==> src/rtl/captura_pkg.sv <==
// Shared types and switch field layout for the two-terminal request capture stage.
package captura_pkg;

   typedef enum logic [1:0] {
      IDLE     = 2'd0,
      HOLD     = 2'd1,
      WAIT_REL = 2'd2
   } estado_t;

   localparam int ID_LSB = 0;
   localparam int ID_W   = 4;
   localparam int FN_LSB = 4;
   localparam int FN_W   = 2;

   // Counter width able to hold p-1, never narrower than one bit.
   function automatic int cnt_w(input int p);
      return (p > 1) ? $clog2(p) : 1;
   endfunction

endpackage

==> src/rtl/captura_requisicao_debounce.sv <==
// Confirm-key conditioning: 2-flop synchronizer, stability counter, accepted level and press pulse.
module debounce
   import captura_pkg::*;
#(
   parameter int DEBOUNCE_CYCLES = 250000
) (
   input  logic clk,
   input  logic rst_n,
   input  logic btn_raw,
   output logic nivel,
   output logic press
);

   localparam int CW = cnt_w(DEBOUNCE_CYCLES);
   localparam logic [CW-1:0] CNT_MAX = CW'(DEBOUNCE_CYCLES - 1);

   logic          sync1;
   logic          sync2;
   logic          aceito;
   logic          aceito_d;
   logic [CW-1:0] cnt;

   // Keys are active-low, so every level register rests at 1 (released).
   always_ff @(posedge clk) begin
      if (!rst_n) begin
         sync1    <= 1'b1;
         sync2    <= 1'b1;
         aceito   <= 1'b1;
         aceito_d <= 1'b1;
         cnt      <= '0;
      end else begin
         sync1    <= btn_raw;
         sync2    <= sync1;
         aceito_d <= aceito;
         if (sync2 == aceito) begin
            cnt <= '0;
         end else if (cnt == CNT_MAX) begin
            aceito <= sync2;
            cnt    <= '0;
         end else begin
            cnt <= cnt + 1'b1;
         end
      end
   end

   assign nivel = aceito;
   // One cycle high right after the accepted level falls to pressed.
   assign press = aceito_d & ~aceito;

endmodule

==> src/rtl/captura_requisicao.sv <==
// Two-terminal request capture: synchronized switches, debounced confirm keys,
// per-terminal hold FSM with registered HH/B/VALID outputs and a global clear.
module captura_requisicao
   import captura_pkg::*;
#(
   parameter int DEBOUNCE_CYCLES = 250000,
   parameter int HOLD_CYCLES     = 250000000
) (
   input  logic       clk,
   input  logic       rst_n,
   input  logic [5:0] SW0,
   input  logic [5:0] SW1,
   input  logic       BTN0,
   input  logic       BTN1,
   input  logic       BTN_CLR,
   output logic [3:0] HH0,
   output logic [3:0] HH1,
   output logic [1:0] B0,
   output logic [1:0] B1,
   output logic       VALID0,
   output logic       VALID1,
   output logic [1:0] state0,
   output logic [1:0] state1
);

   generate
      if (HOLD_CYCLES < 1) begin : g_chk_hold
         $error("HOLD_CYCLES must be at least 1");
      end
      if (DEBOUNCE_CYCLES < 1) begin : g_chk_deb
         $error("DEBOUNCE_CYCLES must be at least 1");
      end
   endgenerate

   localparam int HW = cnt_w(HOLD_CYCLES);
   localparam logic [HW-1:0] HOLD_MAX = HW'(HOLD_CYCLES - 1);

   logic [5:0]    sw0_m, sw0_s;
   logic [5:0]    sw1_m, sw1_s;
   logic          clr_m, clr_s;
   logic          nivel0, press0;
   logic          nivel1, press1;
   estado_t       est0, est1;
   logic [HW-1:0] hold0, hold1;

   always_ff @(posedge clk) begin
      if (!rst_n) begin
         sw0_m <= '0;
         sw0_s <= '0;
         sw1_m <= '0;
         sw1_s <= '0;
         clr_m <= 1'b1;
         clr_s <= 1'b1;
      end else begin
         sw0_m <= SW0;
         sw0_s <= sw0_m;
         sw1_m <= SW1;
         sw1_s <= sw1_m;
         clr_m <= BTN_CLR;
         clr_s <= clr_m;
      end
   end

   debounce #(.DEBOUNCE_CYCLES(DEBOUNCE_CYCLES)) u_deb0 (
      .clk     (clk),
      .rst_n   (rst_n),
      .btn_raw (BTN0),
      .nivel   (nivel0),
      .press   (press0)
   );

   debounce #(.DEBOUNCE_CYCLES(DEBOUNCE_CYCLES)) u_deb1 (
      .clk     (clk),
      .rst_n   (rst_n),
      .btn_raw (BTN1),
      .nivel   (nivel1),
      .press   (press1)
   );

   // Terminal 0. Clear shares the reset branch so it wins over a same-cycle press.
   always_ff @(posedge clk) begin
      if (!rst_n || !clr_s) begin
         est0   <= IDLE;
         HH0    <= '0;
         B0     <= '0;
         VALID0 <= 1'b0;
         hold0  <= '0;
      end else begin
         case (est0)
            IDLE: begin
               if (press0) begin
                  HH0    <= sw0_s[ID_LSB +: ID_W];
                  B0     <= sw0_s[FN_LSB +: FN_W];
                  VALID0 <= 1'b1;
                  hold0  <= HOLD_MAX;
                  est0   <= HOLD;
               end
            end
            HOLD: begin
               if (press0) begin
                  HH0   <= sw0_s[ID_LSB +: ID_W];
                  B0    <= sw0_s[FN_LSB +: FN_W];
                  hold0 <= HOLD_MAX;
               end else if (hold0 == '0) begin
                  HH0    <= '0;
                  B0     <= '0;
                  VALID0 <= 1'b0;
                  est0   <= nivel0 ? IDLE : WAIT_REL;
               end else begin
                  hold0 <= hold0 - 1'b1;
               end
            end
            WAIT_REL: begin
               if (nivel0) begin
                  est0 <= IDLE;
               end
            end
            default: begin
               est0   <= IDLE;
               HH0    <= '0;
               B0     <= '0;
               VALID0 <= 1'b0;
               hold0  <= '0;
            end
         endcase
      end
   end

   // Terminal 1, identical to terminal 0.
   always_ff @(posedge clk) begin
      if (!rst_n || !clr_s) begin
         est1   <= IDLE;
         HH1    <= '0;
         B1     <= '0;
         VALID1 <= 1'b0;
         hold1  <= '0;
      end else begin
         case (est1)
            IDLE: begin
               if (press1) begin
                  HH1    <= sw1_s[ID_LSB +: ID_W];
                  B1     <= sw1_s[FN_LSB +: FN_W];
                  VALID1 <= 1'b1;
                  hold1  <= HOLD_MAX;
                  est1   <= HOLD;
               end
            end
            HOLD: begin
               if (press1) begin
                  HH1   <= sw1_s[ID_LSB +: ID_W];
                  B1    <= sw1_s[FN_LSB +: FN_W];
                  hold1 <= HOLD_MAX;
               end else if (hold1 == '0) begin
                  HH1    <= '0;
                  B1     <= '0;
                  VALID1 <= 1'b0;
                  est1   <= nivel1 ? IDLE : WAIT_REL;
               end else begin
                  hold1 <= hold1 - 1'b1;
               end
            end
            WAIT_REL: begin
               if (nivel1) begin
                  est1 <= IDLE;
               end
            end
            default: begin
               est1   <= IDLE;
               HH1    <= '0;
               B1     <= '0;
               VALID1 <= 1'b0;
               hold1  <= '0;
            end
         endcase
      end
   end

   assign state0 = est0;
   assign state1 = est1;

endmodule

==> config.mk <==
export PLATFORM = sky130hd
export DESIGN_NAME = captura_requisicao
export DESIGN_NICKNAME = d
export VERILOG_FILES = /design/src/rtl/captura_pkg.sv /design/src/rtl/captura_requisicao_debounce.sv /design/src/rtl/captura_requisicao.sv
export SDC_FILE = /design/constraint.sdc
export NUM_CORES = 1
export LEC_CHECK = 0
export CORE_MARGIN = 2
export CORE_UTILIZATION = 40
export CTS_CLUSTER_DIAMETER = 200
export DETAILED_ROUTE_END_ITERATION = 8
export PLACE_DENSITY = 0.61
export REMOVE_ABC_BUFFERS = 1
export SYNTH_ARGS = -nofsm -noshare
export SYNTH_HDL_FRONTEND = slang
export SYNTH_SLANG_ARGS = --single-unit
==> constraint.sdc <==
create_clock -name clk -period 3.06 [get_ports clk]
set_clock_uncertainty 0.1 [all_clocks]
set_input_delay 0.918 -clock clk [delete_from_list [all_inputs] [get_ports clk]]
set_output_delay 0.918 -clock clk [all_outputs]
set_load 0.03 [all_outputs]
======== Yosys cells after proc, flatten, opt, wreduce, memory -nomap -nowiden ========
Index checks and enable logic that the tools add are counted.
storage, ports and cells
  output and inout port bits .............. 18
  input port bits ......................... 17
  bits in registers ....................... 144
cells by class
  equality and inequality tests ........... 20
  bitwise operators ....................... 9
  muxes and demuxes ....................... 44
  reduce and logical (&&, ||, !) cells .... 19
  $add $sub $neg .......................... 4
operator list
  kind                     count
  $mux W28                 6
  $pmux W28 S3             2
  $logic_not A28 Y1        2
  $sub A28 B1 Y28 const B  2
  $add A18 B1 Y18 const B  2
  $eq A18 B18 Y1 const B   2
  $mux W2                  16
  $mux W4                  6
  $pmux W2 S3              4
  $pmux W4 S3              2
  $reduce_and A4 Y1        4
  $ne A2 B2 Y1 const B     6
  $ne A3 B3 Y1 const B     4
  $reduce_and A3 Y1        4
  $not A1 Y1               7
  $mux W1                  6
  $pmux W1 S3              2
  $reduce_or A3 Y1         2
  $eq A2 B1 Y1 const B     2
  $eq A2 B2 Y1 const B     2
  $logic_not A2 Y1         2
  $ne A2 B1 Y1 const B     2
  $reduce_and A2 Y1        2
  $and A1 B1 Y1            2
  other kinds (3)          5

======== Logic depth before layout (Yosys ltp) ========
  depth after elaboration ................. 4
  mapped depth ............................ 8
  mapped depth without buffers ............ 8

======== Hierarchy ========
Synthesis repeated with hierarchy kept, for this count alone.
second synthesis, totals
  cell total of the unflattened synthesis .. 785
  area total of the unflattened synthesis .. 6911.6 µm²
by module, submodules not included
  module              area an instance (µm²)  times used  cells an instance
  captura_requisicao  4984.8                  1           578
  debounce (u_deb0)   972.2                   1           104
  debounce (u_deb1)   954.7                   1           103

======== Worst setup path before layout ========
Ideal clock, no wire load.
  path kind ............................... in2reg
  start point ............................. input rst_n
  end point ............................... register hold1[9]
  setup time .............................. 59 ps
  cell stages on the path ................. 7
  data arrival time ....................... 2369 ps
  data required time ...................... 2901 ps
  setup slack ............................. 531 ps
  cell sequence ........................... clkbuf_1 > and2_1 > clkbuf_1 > nand2_1 > a21oi_1 > clkbuf_1 > a22o_1
between the ends
  word-level cells in the longest chain between the ends .. 2
RTL lines
  element                 RTL line                   source
  start: declaration      captura_requisicao.sv:10   input logic rst_n,
  $logic_not A1 Y1        captura_requisicao.sv:131  if (!rst_n || !clr_s) begin
  $logic_or A1 B1 Y1      captura_requisicao.sv:131
  end signal: assignment  captura_requisicao.sv:159  hold1 <= hold1 - 1'b1;
  end: declaration        captura_requisicao.sv:44   logic [HW-1:0] hold0, hold1;
No other way between the ends.
A chain may end at the register's enable or synchronous reset.

======== Worst setup path in the final report ========
  start point ............................. register hold0[0]
  end point ............................... register hold0[3]
between the ends
  word-level cells in the longest chain between the ends .. 4
  elaborated cells on any way between the ends .. 7
  classes of those cells .................. add/sub (1); eq/ne (1); mux (3); reduce/logical (2)
RTL lines
  element                   RTL line                   source
  start: declaration        captura_requisicao.sv:44
  start signal: assignment  captura_requisicao.sv:110  hold0 <= hold0 - 1'b1;
  $sub A28 B1 Y28           captura_requisicao.sv:110
  $mux W28                  captura_requisicao.sv:104  end else if (hold0 == '0) begin
  $mux W28                  captura_requisicao.sv:100  if (press0) begin
  $pmux W28 S3              captura_requisicao.sv:89   case (est0)
Parallel ways exist; a longest one is shown, timed or not. The select of a mux whose other input is x is not followed.

==> results.md <==
- Fin Setup TNS: 0 ps
- Sequential Area: around 2900 sq um
- Vias: 5851
- Chip Height: roughly 130 um
- Worst Path Arrival: 2940 ps
- Total congestion overflow: 0
- Area of the die: about 18000 sq um
- Initial Util: 41.2%
- Syn. warnings: 0
- Root buffer cell: clkbuf_16
- Post-CTS sizing: 0
- Post-Route Utilization: 49.1%
- Initial DRC count: 553
- Area growth from synthesis to layout: 19.1%
- Post-Route WL: 16.1 mm
- FMAX: 366 MHz
- Largest net degree at the start of global routing: 27
- Worst path required time: around 3300 ps
- Drt pass-1 iters: 5
- GP Congestion: between 0.9 and 1
- Most common cell in the synthesized netlist: dfxtp_1
- Cells after Synth: 751
- RSZ-0062 raised after global routing: false
- Via density: 5.70
- Seq/Total Area, Yosys: 43.7%
- Antenna violations before repair: 0
- Period utilisation layout: 89.3%
- Longest Clk Path Bufs: 2
- Adder-cell share of the synthesized area: less than 1%
- Tot GR Track Use: 18.6%
- Area of the multi-input gates: 3490 sq um
- Fraction of layout cells with a size suffix above 1: 10.4%
- Post-Synth XOR/XNOR Area: 4.65%
- Maximum vdd drop: 0.000379 V
- MaxCap Viol Count: 0
- Die width: approximately 130 um
- Compound-Gate Fraction of Synth Area: 19.2%
- H-tree depth: 4
- Endpoints failing setup: 0
- CTS tree: yes
- Leakage: 0.00290 uW
- Yosys top cell by area: dfxtp_1
- Post-synthesis simple-gate area fraction: 26.7%
- Status: finished, final reports clean
- Largest family of logic cells by synthesized area: simple AND/OR/NAND/NOR gates
- Drc violations: 0
- Final Critical Period: 2730 ps
- IO Count: 35
- HPWL after DPL: 11.1 mm
- ANT cells: 0
- Top-area cell type share of the netlist area: 43.7%
- CTS sink cnt: ~140
- Drt wl/cell: 15.7 um
- Hold_buf cts: 0
- CP Max Fanout: 6
- Final nets: approximately 820
- Fill cells: 1535
- Slew Limit Fails: 0
- Slew HR: 59.4%
- Placeable core area: 16000 sq um
- Std-Cell Rows: 46
- Asr flop ratio synth: 0%
- PD cells: around 510 nW/um^2
- Top post-synthesis cells by count: 144 x dfxtp_1, 66 x nor2_1, 61 x nand2_1, 41 x a21oi_1, 38 x o21ai_0
- Mux cell area share after synthesis: around 1.5%
- Vias in the first global route: 5478
- Count of state elements after synthesis: about 140
- CTS buffer count: 17
- Worst-Skew Late Latency: 420 ps
- Crit path kind: flop to flop
- Fin. Hold Viols: 0
- Post-route ant nets: 0
- Syn_area_per_cell: 8.78 sq um
- Post-Syn Area: about 6600 sq um
- Worst-Margin Slew: 604 ps
- Cell variety after synth: 69
- Setup Fix Bufs, Post-CTS: 0
- First-pass GRT wire length: 26.7 mm
- Post-synth EDFFs: 0
- Clock slew seen by the registers of the worst setup and hold paths: roughly 60 ps
- Main synth FF type: dfxtp_1
- Dominant cells by area after synthesis: dfxtp_1 44%, nor2_1 3.8%, nand2_1 3.5%, a21oi_1 3.1%, o21ai_0 2.9%
- Startpoint types: flop
- Crit end category: flop
- Hold WC Path Type: flop to flop
- Port-buffer cells: 34
==> final cells by class <==
cell class	instances	share of cell area [%]
Clock buffer	20	5.81
Inverter	19	0.908
Clock inverter	11	1.37
Sequential cell	144	36.7
Timing Repair Buffer	65	7.30
Multi-Input combinational cell	552	44.5
Tap cell	216	3.44
==> stage by stage <==
stage               area [sq um]  hold WS, ps  cells  worst slack [ps]  power (uW)
global route                7860          335   1027               122        4110
finish                      7860          307   1027               328        3970
floorplan                   6450          286    715               193        1980
global placement            7290          292    996               365        2030
CTS                         7860          307   1027               351        4010
detailed placement          7290          293    996               271        2030
==> cells by family after synthesis <==
logic type / Yosys count
and+or+nand+nor: 324
AOI/OAI and AO/OA: 178
DFF: 144
buffers and inverters: 55
xor gates and xnor gates: 35
muxes: 10
adders and majority gates: 5
==> flip-flops by register name, summed over array words and instances, names as in the netlist, 4 cells and up <==
name and flops:
HH1 4, sw0_m 6, hold1 28, sw1_m 6, sw0_s 6, u_deb0.cnt 18
u_deb1.cnt 18, sw1_s 6, HH0 4, hold0 28
==> power breakdown <==
group,switching (uW),internal (uW)
combinational,49.5,42.8
clock,816,1160
sequential,5.18,1890
total,870,3100
==> worst max-delay path, cell delays in order (launching register included) <==
cell and delay [ps]:
dfxtp_1 360, inv_1 70, ha_1 200, or4b_2 650
nor3_1 350, a31oi_1 240, o21ai_1 240, inv_1 150
a32o_1 240
==> path summary, 6_finish.rpt <==
path	startpoint	to	slack, ps	cells after the start
min	u_deb1.sync1$_SDFF_PN1_	u_deb1.sync2$_SDFF_PN1_	310	1
max reg2reg	hold0[0]$_SDFFE_PP0P_	hold0[3]$_SDFFE_PP0P_	330	8
min reg2reg	u_deb1.sync1$_SDFF_PN1_	u_deb1.sync2$_SDFF_PN1_	310	1
max	hold0[0]$_SDFFE_PP0P_	hold0[3]$_SDFFE_PP0P_	330	8
==> per-layer routing <==
| metal | vias to the layer above | wire (um) | track usage, % |
|---|---|---|---|
| li1 | 2855 | - | - |
| met5 | - | 0 | 0 |
| met1 | 2772 | 7400 | 24.4 |
| met2 | 195 | 7540 | 29.6 |
| met3 | 29 | 869 | 4.23 |
| met4 | 0 | 280 | 7.59 |
==> layout by cell type (no fill, tap or decap), types with 9 or more instances in the layout <==
cell type,count
clkbuf_16,17
mux2i_1,9
and2_1,26
dfxtp_1,144
xor2_1,14
nand4_1,12
buf_4,31
a21oi_1,41
xnor2_1,21
a32o_1,10
nor3_1,24
o21ai_0,38
or4_1,14
o31ai_1,16
inv_1,19
clkdlybuf4s50_1,34
nand2_1,61
nand3_1,26
or3_1,18
a31oi_1,9
a22o_1,11
nor2_1,66
nand2b_1,22
nor4_1,14
Note: power is estimated with default switching activity, not from simulation.
==> variant (same flow settings) <==
`DEBOUNCE_CYCLES` is set to 250000 in 2 places; all go to 62500.
--- a/src/rtl/captura_requisicao_debounce.sv
+++ b/src/rtl/captura_requisicao_debounce.sv
@@ -3,5 +3,5 @@
    import captura_pkg::*;
 #(
-   parameter int DEBOUNCE_CYCLES = 250000
+   parameter int DEBOUNCE_CYCLES = 62500
 ) (
    input  logic clk,
--- a/src/rtl/captura_requisicao.sv
+++ b/src/rtl/captura_requisicao.sv
@@ -4,5 +4,5 @@
    import captura_pkg::*;
 #(
-   parameter int DEBOUNCE_CYCLES = 250000,
+   parameter int DEBOUNCE_CYCLES = 62500,
    parameter int HOLD_CYCLES     = 250000000
 ) (
Check against the original RTL: same outputs for any inputs over 10 cycles, from zero or initial values and one cycle with rst_n low; that may be too few to reach the edited logic, so the function may still have changed.
==> variant against the unedited design <==
- clock power up 4%
- sequential cell count down 4
- setup slack worse by 0.11 ns
- power up 0.73%
- cell area down 3.3%
- combinational power up 6.8%
- critical path depth down 7
- die area down 4.0%
- wire length down 2.4%
- area after synthesis down 4.2%
- cell count down 2.4%
- critical path type is now register to output port
- largest cell class unchanged
==> variant: results (changes against the unedited design) <==
Status
  • Status: finished, final reports clean

Finish
  • End-of-flow core utilization: 49.6% (+0.49 points)
  • Storage cell area: 2800 um2 (-2.8%)
  • Layout cells sized above 1: 9.10% (-1.3 points)
  • Fin cells: 1002 (-2.4%)
  • Area of the multi-input gates: 3310 um2 (-5.3%)
  • ClkCell Share: 7.84% (+0.66 points)
  • # nets final: 799 (-2.7%)
  • # clk buffers: 21 (+5.0%)
  • Final antenna diode count: 0 (unchanged)
  • Multi-input gates: 538 (-2.5%)

Synth
  • Synth cell count leaders: dfxtp_1 (140), nor2_1 (76), nand2_1 (54)
  • Post-synthesis xor/xnor area fraction: 4.30% (-0.35 points)
  • Area contributors post-synth: dfxtp_1 (44%), nor2_1 (4.5%), nand2_1 (3.2%), a21oi_1 (3.2%), and2_1 (2.8%)
  • Flops & latches, synth: 140 (-2.8%)
  • Mapped Cells: 731 (-2.7%)
  • Yosys cell types: 63 (-8.7%)
  • Post-Synth Adder-Cell Area: 0.792% (-0.16 points)
  • Sequential area share after synthesis: 44.4% (+0.64 points)
  • Mux cell area share after synthesis: 0.634% (-0.90 points)

GRT
  • Initial antenna violation count: 0 (unchanged)
  • First-pass GRT wire length: 26200 um (-1.9%)
  • Vias in the first global route: 5407 (-1.3%)
  • Total track usage: 19.4% (+0.82 points)
  • Largest net degree at the start of global routing: 37 (+37%)

Place
  • DPL Wire Length: 10900 um (-1.5%)
  • Placed Cells incl. Taps: 970 (-2.6%)
  • Placement Cell Area: 7000 um2 (-4.0%)
  • Place WS: 0.336 ns (+0.0650 ns)

Drt
  • Final wirelength: 15700 um (-2.4%)
  • Vias post-DR: 5720 (-2.2%)
  • Initial DRC count: 513 (-7.2%)

Worst setup path
  • CP peak stage delay: 0.78 ns (+0.13 ns)
  • Cell family with most CP delay: buffers and inverters
  • Slowest CP cell: clkdlybuf4s50_1
  • Critical Path Fanout Max: 15 (+9)

CTS
  • H-tree depth: 4 (unchanged)

STA
  • Tightest Pin Transition: 0.891 ns (+0.287 ns)

Pwr
  • P per Cell Area: 526 nW/um2 (+4.2%)
  • Leakage: 2.88 nW (-0.38%)
## variant: cell count changes in the layout (fill, tap and decap cells not counted), moves of 7 or more
cell	delta
a311oi_1	+9
a32o_1	-7
nand2_1	-7
nand2b_1	-8
nand4_1	+8
nor2_1	+10
o211ai_1	+8
o21ai_0	-11
xnor2_1	-8
## variant: layer usage
metal  share of wire, %  global-route usage [%]  vias up
met1                 46                    25.7     2669
met4                1.2                    7.65        0
met2                 46                    30.9      214
met5                  0                       0        -
li1                   -                       -     2817
met3                6.9                    4.34       20
## variant: final timing paths
| kind | from | end | slack (ns) | cells after the start |
|---|---|---|---|---|
| max | state1[1] | state1[1] | 0.22 | 1 |
| min | clr_m | clr_s | 0.30 | 1 |
| max reg2reg | hold0[1] | hold0[6] | 0.30 | 7 |
| min reg2reg | clr_m | clr_s | 0.30 | 1 |
## variant: power breakdown
group          leakage [nW]  switching [mW]  internal [mW]  total (mW)
combinational          1.47          0.0537         0.0449      0.0986
clock                 0.280           0.799           1.25        2.05
sequential             1.13         0.00530           1.84        1.85
